## src/rtl/alu_lockstep_sched.sv

```systemverilog
// Lockstep scheduler for the dual 4-bit ALU macro: Wishbone-programmed command FIFO,
// simultaneous issue to both ALUs, result/carry comparison, op and mismatch counting.
//
//  state    | meaning
//  ---------+----------------------------------------------------------
//  ST_IDLE  | nothing in flight; waits for enable with a queued command
//  ST_ISSUE | pops FIFO head onto the shared operand outputs
//  ST_WAIT  | counts down the ALU result latency
//  ST_CHECK | compares both ALUs, updates counters and mismatch snapshot
module alu_lockstep_sched #(
    parameter int FIFO_DEPTH = 4,
    parameter int ALU_LAT    = 2
) (
    input  logic        wb_clk_i,
    input  logic        wb_rst_i,
    input  logic        wbs_stb_i,
    input  logic        wbs_cyc_i,
    input  logic        wbs_we_i,
    input  logic [3:0]  wbs_sel_i,
    input  logic [31:0] wbs_adr_i,
    input  logic [31:0] wbs_dat_i,
    output logic        wbs_ack_o,
    output logic [31:0] wbs_dat_o,
    output logic [3:0]  alu_a,
    output logic [3:0]  alu_b,
    output logic [1:0]  alu_sel,
    input  logic [3:0]  alu_out1,
    input  logic [3:0]  alu_out2,
    input  logic        carry1,
    input  logic        carry2,
    output logic        irq
);
    localparam int AW = (FIFO_DEPTH > 1) ? $clog2(FIFO_DEPTH) : 1;
    localparam int CW = (ALU_LAT > 1) ? $clog2(ALU_LAT) : 1;
    localparam logic [CW-1:0] WAIT_LOAD = CW'(ALU_LAT - 1);
    localparam logic [AW:0]   FULL_CNT  = (AW+1)'(FIFO_DEPTH);

    typedef enum logic [1:0] {ST_IDLE, ST_ISSUE, ST_WAIT, ST_CHECK} state_t;
    state_t state, state_nxt;

    logic          ack_q;
    logic          enable, irq_en, overflow, mismatch;
    logic [7:0]    done_cnt;
    logic [15:0]   err_cnt;
    logic [9:0]    err_snap;
    logic [9:0]    fifo_mem [FIFO_DEPTH];
    logic [AW-1:0] wr_ptr, rd_ptr;
    logic [AW:0]   fifo_cnt;
    logic [CW-1:0] wait_cnt;

    logic [1:0] reg_sel;
    logic       ctrl_wr, cmd_wr, clear, empty, full, pop, push_ok, alu_diff;
    logic       unused_ok;

    assign reg_sel   = wbs_adr_i[3:2];
    assign ctrl_wr   = ack_q & wbs_we_i & (reg_sel == 2'd0);
    assign cmd_wr    = ack_q & wbs_we_i & (reg_sel == 2'd1);
    assign clear     = ctrl_wr & wbs_dat_i[2];
    assign empty     = (fifo_cnt == '0);
    assign full      = (fifo_cnt == FULL_CNT);
    // A push into a full FIFO still fits when the head leaves on the same edge.
    assign push_ok   = cmd_wr & (~full | pop);
    assign alu_diff  = (alu_out1 != alu_out2) | (carry1 != carry2);
    assign wbs_ack_o = ack_q;
    assign irq       = irq_en & mismatch;
    assign unused_ok = ^{wbs_sel_i, wbs_adr_i[31:4], wbs_adr_i[1:0], wbs_dat_i[31:10]};

    always_ff @(posedge wb_clk_i) begin
        if (wb_rst_i) state <= ST_IDLE;
        else          state <= state_nxt;
    end

    always_comb begin
        state_nxt = state;
        pop       = 1'b0;
        case (state)
            ST_IDLE:  if (enable && !empty) state_nxt = ST_ISSUE;
            ST_ISSUE: begin
                pop       = ~clear;
                state_nxt = ST_WAIT;
            end
            ST_WAIT:  if (wait_cnt <= CW'(1)) state_nxt = ST_CHECK;
            ST_CHECK: state_nxt = (enable && !empty) ? ST_ISSUE : ST_IDLE;
            default:  state_nxt = ST_IDLE;
        endcase
        if (clear) state_nxt = ST_IDLE;
    end

    always_ff @(posedge wb_clk_i) begin
        if (push_ok) fifo_mem[wr_ptr] <= wbs_dat_i[9:0];
    end

    always_ff @(posedge wb_clk_i) begin
        if (wb_rst_i) begin
            ack_q    <= 1'b0;
            enable   <= 1'b0;
            irq_en   <= 1'b0;
            overflow <= 1'b0;
            mismatch <= 1'b0;
            done_cnt <= '0;
            err_cnt  <= '0;
            err_snap <= '0;
            wr_ptr   <= '0;
            rd_ptr   <= '0;
            fifo_cnt <= '0;
            wait_cnt <= '0;
            alu_a    <= '0;
            alu_b    <= '0;
            alu_sel  <= '0;
        end else begin
            ack_q <= wbs_stb_i & wbs_cyc_i & ~ack_q;
            if (ctrl_wr) begin
                enable <= wbs_dat_i[0];
                irq_en <= wbs_dat_i[1];
            end
            if (push_ok) wr_ptr <= wr_ptr + AW'(1);
            if (cmd_wr && full && !pop) overflow <= 1'b1;
            if (pop) begin
                rd_ptr                  <= rd_ptr + AW'(1);
                {alu_sel, alu_b, alu_a} <= fifo_mem[rd_ptr];
            end
            if (push_ok && !pop)      fifo_cnt <= fifo_cnt + (AW+1)'(1);
            else if (pop && !push_ok) fifo_cnt <= fifo_cnt - (AW+1)'(1);
            if (state == ST_ISSUE)                   wait_cnt <= WAIT_LOAD;
            else if (state == ST_WAIT && wait_cnt != '0) wait_cnt <= wait_cnt - CW'(1);
            if (state == ST_CHECK) begin
                done_cnt <= done_cnt + 8'd1;
                if (alu_diff) begin
                    mismatch <= 1'b1;
                    if (err_cnt != 16'hFFFF) err_cnt <= err_cnt + 16'd1;
                    err_snap <= {carry2, carry1, alu_out2, alu_out1};
                end
            end
            // Clear overrides any same-edge CHECK update; operand outputs are left alone.
            if (clear) begin
                wr_ptr   <= '0;
                rd_ptr   <= '0;
                fifo_cnt <= '0;
                overflow <= 1'b0;
                mismatch <= 1'b0;
                done_cnt <= '0;
                err_cnt  <= '0;
                err_snap <= '0;
            end
        end
    end

    always_comb begin
        wbs_dat_o = '0;
        if (ack_q && !wbs_we_i) begin
            case (reg_sel)
                2'd0:    wbs_dat_o = {30'd0, irq_en, enable};
                2'd2:    wbs_dat_o = {16'd0, done_cnt, 3'd0, mismatch, overflow, full, empty,
                                      state != ST_IDLE};
                2'd3:    wbs_dat_o = {6'd0, err_snap, err_cnt};
                default: wbs_dat_o = '0;
            endcase
        end
    end
endmodule

```

## config.mk

```make
export PLATFORM = sky130hd
export DESIGN_NAME = alu_lockstep_sched
export DESIGN_NICKNAME = d
export VERILOG_FILES = /design/src/rtl/alu_lockstep_sched.sv
export SDC_FILE = /design/constraint.sdc
export NUM_CORES = 1
export LEC_CHECK = 0
export CAP_MARGIN = 20
export CORE_ASPECT_RATIO = 1.25
export CORE_MARGIN = 2
export CORE_UTILIZATION = 51
export DETAILED_ROUTE_END_ITERATION = 6
export PLACE_DENSITY = 0.85
export SYNTH_ARGS = -nofsm -noshare
export SYNTH_HDL_FRONTEND = slang
export SYNTH_SLANG_ARGS = --single-unit
```

## constraint.sdc

```tcl
create_clock -name wb_clk_i -period 6.7 [get_ports wb_clk_i]
set_input_delay 1.34 -clock wb_clk_i [delete_from_list [all_inputs] [get_ports wb_clk_i]]
set_output_delay 1.34 -clock wb_clk_i [all_outputs]
set_load 0.01 [all_outputs]
```

Word level (Yosys, flattened, before mapping). Memory sizes are Yosys's and may differ from the RTL's. A register that Yosys moved wholly into a read port is not among the register bits. Index checks and enable logic that the tools add are counted.

Bitwise gates (word level): 13. $lt $le $gt $ge: 1. Reductions and logical operators: 21. Eq/ne operators: 12. Multiplexer cells: 13. $add $sub $neg: 7.

Operators with widths (count): case mux 26 bit (3 select lines) (1); two-way mux 26 bit (1); adder 16 x 1 -> 16 bit, second input constant (1); != test 16 bit, second input constant (1); adder 8 x 1 -> 8 bit, second input constant (1); bitwise AND 1 bit (8); == test 2 bit, second input constant (4); case mux 2 bit (4 select lines) (1); logical AND 1 bit (7); two-way mux 1 bit (6); two-way mux 3 bit (2); nonzero test 2 bit (3); adder 2 x 1 -> 2 bit, second input constant (2); == test 2 x 1 -> 1 bit, second input constant (2); logical NOT 1 bit (4); logical NOT 2 bit (2); two-way mux 2 bit (2); != test 2 bit, second input constant (2); != test 4 bit (1); AND reduction 2 bit (2); adder 3 x 1 -> 3 bit, second input constant (1); == test 3 bit, second input constant (1); logical NOT 3 bit (1); NOT 1 bit (3); 7 further kinds (8).

Bits of input ports: 83. Flip-flop bits (word level): 49. Logic and storage cells: 81. RAM bits: 40. Memories: 1. Output and inout bits: 44.

Memories: fifo_mem (depth 4, bits a word 10, read ports 1, clocked after memory_dff 1, write ports 1, RTL line 46) `logic [9:0] fifo_mem [FIFO_DEPTH];`.

Depth between registers and ports, before layout. Gate-level depths: netlist of the first run.

Depth after elaboration: 11. Gate-level depth with buffers: 11. Depth with buffers taken out: 10.

Worst setup path after synthesis of the first run. Ideal clock, no wire load.

Kind: input to output. From: input wbs_we_i. To: output wbs_dat_o[10]. Data required time: 5360 ps. Stages on the path: 4. Path buffers: 1. Arrival time: 2178 ps. Path slack: 3182 ps. Cell sequence: nand2b_1 or2_2 clkbuf_1 nor2_1.

Word-level cells in the longest chain between the ends: 3.

RTL lines: start, declared (RTL line 18) `input logic wbs_we_i,`; logical NOT 1 bit (RTL line 150) `if (ack_q && !wbs_we_i) begin`; logical AND 1 bit (RTL line 150); two-way mux 26 bit (RTL line 150); end, declared (RTL line 23) `output logic [31:0] wbs_dat_o,`.

No other way between the ends.

Worst setup path in the final report of the first run.
From: input wbs_adr_i[3]. To: output wbs_dat_o[17].

Word-level cells in the longest chain between the ends: 3. Elaborated cells on any way between the ends: 5. Classes of those cells: eq/ne: 2; mux: 2; reduce/logical: 1.

RTL lines: start, declared (RTL line 20) `input logic [31:0] wbs_adr_i,`; == test 2 bit or logical NOT 2 bit (tied branches) (RTL line 151) `case (reg_sel)`; case mux 26 bit (3 select lines) (*) (RTL line 151); two-way mux 26 bit (*) (RTL line 150).

Mark *: on every way between the ends. The rest lies on a longest branch, timed or not.

==> run_results.csv, run 1 <==
group,metric,value,unit
critical_path,crit_path_end_kind,"output port",
global_route,grt_max_degree,33,
yosys,ys_ff_latch,98,
cts,clock-root-buffer,"clkbuf_8",
sta,finalCritPeriodShare,71.9,%
sta,setup_viol,0,
min_path,hold_class,"reg -> reg",
placed_design,dpl.cell_count,554,
finish,layout-drive-gt1-share,8.26,%
cts,cts.sinks,98,
yosys,yosysWarnings,0,
floorplan,io_pins,127,
placed_design,dp_hpwl,6180,um
yosys,synth-async-reset-ratio,0,%
detailed_routing,drt_wl_total,8840,um
yosys,synth_edf_count,40,
finish,finalNonFillerCells,572,
floorplan,die_h,108,um
detailed_routing,drtPass1Iterations,5,
placed_design,place_area,0.00509,mm^2
critical_path,critical_path_class,"in -> out",
detailed_routing,wl_per_cell,15.5,um
finish,fillers,673,
sta,fmaxAchievable,0.208,GHz
finish,design_area,0.00533,mm^2
sta,slew_headroom,35.9,%
global_route,antenna_found_initial,0,
detailed_routing,drc,0,
cts,postCtsSetupBuffers,0,
cts,post_cts_resized,0,
global_route,grt_usage,19.6,%
sta,setup_tns,0,ps
detailed_routing,ant_nets,0,
yosys,postSynthCellCount,407,
critical_path,critPathLaunchType,"input port",
global_route,grt_pass1_wl,14200,um
cts,hold_buffers,0,
sta,hold_viol_final,0,
cts,cts-htree-levels,3,
floorplan,start_util,51.8,%
status,status,"finished clean",
floorplan,num_rows,38,
yosys,synth_area_leaders,"edfxtp_1 27%, dfxtp_1 26%, mux2i_1 5.6%",
yosys,synth_ff_type,"dfxtp_1",
cts,numCtsBuffers,9,
global_route,grt_pass1_vias,3118,
power_and_ir_drop,irDropWorstVdd,0.132,mV
finish,nets,561,
yosys,avgSynthCellArea,10.9,um^2
yosys,yosysTopAreaCellShare,27.1,%
power_and_ir_drop,p_total,1.02,mW
cts,clk_latency,370,ps
critical_path,cp.arrival,3480,ps
sta,finClkSkew,11.5,ps
floorplan,core_area,0.00856,mm^2
sta,rsz0062_at_grt,"no",
cts,clk_pin_slew,90,ps
sta,period_minus_slack,4820,ps
floorplan,fp.dieArea,0.00946,mm^2
sta,tightest_slew,957,ps
global_route,grt_overflow_total,0,
cts,cts_tree,"yes",
sta,timing.hold.ws,456,ps
yosys,ys_types,45,
yosys,seq_area_frac_synth,53.3,%
detailed_routing,drt_iter0_drc,151,
cts,clock_path_buffers,2,
power_and_ir_drop,leakagePower,1.89,nW
critical_path,worstPathRequired,5360,ps
sta,slew_viol_final,0,
detailed_routing,num_vias,3211,
critical_path,path_max_fanout,13,
finish,diodes,0,
detailed_routing,vias_per_cell,5.61,
placed_design,portBuffers,64,
yosys,syn_area,0.00443,mm^2
placed_design,gp_congestion,0.790,
power_and_ir_drop,cellPowerDensity,192,mW/mm^2
yosys,yosys.area.top_type,"edfxtp_1",
floorplan,dieWidth,87.4,um
finish,syn2layout_area_growth,20.1,%
job,drv_cap,0,
logic make-up after synthesis:
logic type | after synthesis | synth area share [%]
XOR/XNOR | 18 | 3.56
other | 1 | 0.0846
AO/OA/AOI/OAI | 58 | 7.59
flip-flops | 98 | 53.3
adder cells (fa/ha/maj) | 11 | 3.27
buffers and inverters | 36 | 4.57
multiplexers | 35 | 10.7
AND/OR/NAND/NOR | 150 | 16.9
flip-flops by register name, indices dropped and copies added (netlist names), 3 cells and up:
signal and cells:
done_cnt 8, alu_b 4, fifo_mem 40, alu_a 4, err_cnt 16, err_snap 10
fifo_cnt 3
cell usage in the layout (no fill, tap or decap), drive strengths merged, types with 11 or more instances in the layout:
cell type      count
clkdlybuf4s50     64
dfxtp             58
nor2              47
edfxtp            40
nand2             38
a21oi             27
mux2i             25
and3              16
o21ai             14
inv               13
or3               11
synthesized netlist by cell type (all sizes together), types with 10 or more instances:
cell type / number
and3: 16
mux2i: 25
or3: 11
nand2: 38
dfxtp: 58
a21oi: 27
edfxtp: 40
o21ai: 14
buf: 13
mux4: 10
nor2: 47
ha: 10
inv: 10
clkbuf: 13
cell type report:
| class | instances | area [um^2] | share of cell area (%) |
|---|---|---|---|
| Sequential cell | 98 | 2360 | 44.4 |
| Multi-Input combinational cell | 278 | 1890 | 35.5 |
| Timing Repair Buffer | 70 | 726 | 13.6 |
| Clock buffer | 10 | 138 | 2.58 |
| Tap cell | 100 | 125 | 2.35 |
| Clock inverter | 6 | 46.3 | 0.869 |
| Inverter | 10 | 37.5 | 0.705 |
where the power goes:
group	internal, mW	switching, mW	total (mW)
logic	0.0228	0.0236	0.0464
clock network	0.148	0.209	0.357
registers	0.620	0.00103	0.621
per-layer routing:
| layer | vias up | wire, um | part of all wire, % | track usage (%) |
|---|---|---|---|---|
| li1 | 1567 | - | - | - |
| met1 | 1534 | 3480 | 39 | 21.4 |
| met2 | 99 | 4840 | 55 | 35.9 |
| met3 | 11 | 400 | 4.5 | 5.34 |
| met4 | 0 | 113 | 1.3 | 6.81 |
| met5 | - | 0 | 0 | 0 |
worst paths after layout:
| path | from | to | slack, ps | cells after the start |
|---|---|---|---|---|
| worst min register to register | alu_a[1] | alu_a[1] | 460 | 2 |
| worst min-delay path | alu_a[1] | alu_a[1] | 460 | 2 |
| worst max register to register | wbs_ack_o | fifo_cnt[2] | 3900 | 11 |
| worst max-delay path | wbs_adr_i[3] | wbs_dat_o[17] | 1880 | 5 |
critical path, cell delays in order:
cell and delay (ps):
clkdlybuf4s50_1 550, inv_1 100, nor2_1 670, and3_1 260
clkdlybuf4s50_1 540
metrics by stage:
step	setup slack, ps	util, %
3_5_place_dp	1910	59.4
4_1_cts	1900	61.6
6_report	1880	62.2
3_3_place_gp	1950	59.4
5_1_grt	1810	62.2
2_1_floorplan	3180	-
No activity file was read; power rests on OpenSTA's default activity.
==> run 2, diff against run 1 <==
--- a/config.mk
+++ b/config.mk
@@ -8,9 +8,9 @@
 export CAP_MARGIN = 20
 export CORE_ASPECT_RATIO = 1.25
 export CORE_MARGIN = 2
-export CORE_UTILIZATION = 51
+export CORE_UTILIZATION = 43
 export DETAILED_ROUTE_END_ITERATION = 6
-export PLACE_DENSITY = 0.85
+export PLACE_DENSITY = 0.76
 export SYNTH_ARGS = -nofsm -noshare
 export SYNTH_HDL_FRONTEND = slang
 export SYNTH_SLANG_ARGS = --single-unit
==> constraint.sdc (replaced) <==
create_clock -name wb_clk_i -period 4.35 [get_ports wb_clk_i]
set_input_delay 0.87 -clock wb_clk_i [delete_from_list [all_inputs] [get_ports wb_clk_i]]
set_output_delay 0.87 -clock wb_clk_i [all_outputs]
set_load 0.01 [all_outputs]
==> run 2 against run 1 <==
Effect of this change: sequential share of layout area shrank 1.2 points; critical path type unchanged; combinational power grew 50%; sequential power grew 54%; clock-buffer cell count is the same; die area grew 18%; wire length grew 5.3%; worst hold slack gained 0.80 ps; final area grew 2.7%; global-route usage shrank 2.0 points; highest routed layer unchanged; setup slack lost 1100 ps; total power grew 84%; via count is essentially flat.
==> run_results.csv, run 2 (synthesized netlist as in run 1, its figures left out) <==
group,metric,value,unit
cts,clock-root-buffer,"clkbuf_16",
detailed_routing,ant_nets,0,
floorplan,num_rows,41,
finish,fillers,906,
sta,period_minus_slack,3540,ps
sta,timing.hold.ws,456,ps
placed_design,post-place-ws,539,ps
sta,finalCritPeriodShare,81.3,%
cts,cts_tree,"yes",
detailed_routing,wl_met2,4720,um
critical_path,r2r_setup_slack,1590,ps
global_route,grt_pass1_vias,3251,
finish,final_core_util,54.4,%
global_route,grt_overflow_total,0,
detailed_routing,routed.top_layer,"met4",
placed_design,portBuffers,64,
floorplan,io_pins,127,
cts,cts-htree-levels,3,
sta,hold_viol_final,0,
placed_design,dp_hpwl,6600,um
global_route,antenna_found_initial,0,
sta,rsz0062_at_grt,"no",
critical_path,critPathLaunchType,"input port",
cts,cts.sinks,98,
critical_path,critical_path_class,"in -> out",
detailed_routing,drt-met1-wl,3910,um
detailed_routing,drt_wl_total,9310,um
power_and_ir_drop,irDropWorstVdd,0.273,mV
placed_design,gp_congestion,0.839,
detailed_routing,drtPass1Iterations,4,
floorplan,die_h,118,um
finish,layout_commonest_cell,"clkdlybuf4s50_1",
detailed_routing,wl_per_cell,15.5,um
cts,clk_pin_slew,70,ps
critical_path,cp.arrival,2670,ps
power_and_ir_drop,combPwrFrac,3.7,%
power_and_ir_drop,switching_power,388,uW
critical_path,worstPathRequired,3480,ps
job,drv_cap,0,
cts,postCtsSetupBuffers,0,
critical_path,path_max_fanout,11,
power_and_ir_drop,leakagePower,1.95,nW
finish,largest_registers,"fifo_mem (40), err_cnt (16), err_snap (10)",
floorplan,start_util,44.1,%
min_path,hold_class,"reg -> reg",
sta,tightest_slew,1010,ps
placed_design,dpl.cell_count,586,
cts,clock_path_buffers,2,
power_and_ir_drop,p_seq_share,50.7,%
power_and_ir_drop,power_frac_clock,45.7,%
power_and_ir_drop,cellPowerDensity,345,mW/mm^2
sta,setup_viol,0,
detailed_routing,drc,0,
detailed_routing,wl_met3,449,um
sta,setup_ws,812,ps
finish,diodes,0,
floorplan,core_area,0.0101,mm^2
sta,slew_viol_final,0,
finish,layout-drive-gt1-share,8.46,%
global_route,grt_pass1_wl,15300,um
global_route,grt_usage,17.6,%
status,status,"finished clean",
power_and_ir_drop,intPower,1.50,mW
detailed_routing,vias_per_cell,5.34,
sta,setup_tns,0,ps
cts,numCtsBuffers,9,
sta,finClkSkew,7.38,ps
detailed_routing,num_vias,3212,
global_route,grt_max_degree,32,
sta,fmaxAchievable,0.283,GHz
cts,clk_latency,340,ps
finish,largest_register_ff_count,40,
power_and_ir_drop,switching_share,20.6,%
floorplan,dieWidth,94.8,um
finish,nets,562,
sta,slew_headroom,32.5,%
critical_path,crit_path_end_kind,"output port",
cts,post_cts_resized,0,
detailed_routing,drt_iter0_drc,152,
finish,layout_common_cells,"64 x clkdlybuf4s50_1, 58 x dfxtp_1, 47 x nor2_1",
floorplan,fp.dieArea,0.0111,mm^2
finish,top_register,"fifo_mem",
finish,finalNonFillerCells,602,
cts,hold_buffers,0,
finish,syn2layout_area_growth,23.4,%
==> run 2: routing by layer <==
| metal | global-route usage (%) | vias up |
|---|---|---|
| met5 | 0 | - |
| met3 | 4.16 | 17 |
| met4 | 7.79 | 0 |
| li1 | - | 1570 |
| met1 | 20.4 | 1543 |
| met2 | 30.3 | 82 |
==> run 2: stage by stage <==
stage	cell area, um^2	power (mW)
finish	5470	1.89
CTS	5470	1.91
global placement	5140	1.05
global route	5470	1.95
floorplan	4450	1.01
detailed placement	5140	1.05
==> run 2: power groups by stage <==
stage                     combinational, mW  clock [mW]  sequential [mW]
final                                0.0695       0.863            0.958
after global routing                 0.0749       0.919            0.957
after CTS                            0.0694       0.884            0.957
after detailed placement             0.0690           0            0.978
after global placement               0.0675           0            0.978
after floorplan                      0.0336           0            0.978
==> run 2: path summary, 6_finish.rpt <==
path                                   start             to  depth (start not counted)
worst max-delay path            wbs_adr_i[3]  wbs_dat_o[14]                          5
worst min-delay path              alu_sel[0]     alu_sel[0]                          2
worst max register to register     wbs_ack_o    fifo_cnt[2]                         11
worst min register to register    alu_sel[0]     alu_sel[0]                          2
==> run 2: critical path, cell delays in order <==
cell             delay [ps]
clkdlybuf4s50_1         560
inv_1                    90
or2_2                   410
nor2_1                  160
clkdlybuf4s50_1         570
==> run 2: layout make-up <==
| class | instances | area [um^2] | area share, % |
|---|---|---|---|
| Clock inverter | 6 | 96.3 | 1.76 |
| Multi-Input combinational cell | 278 | 1890 | 34.6 |
| Inverter | 10 | 37.5 | 0.686 |
| Tap cell | 129 | 161 | 2.95 |
| Timing Repair Buffer | 71 | 693 | 12.7 |
| Sequential cell | 98 | 2360 | 43.2 |
| Clock buffer | 10 | 229 | 4.19 |
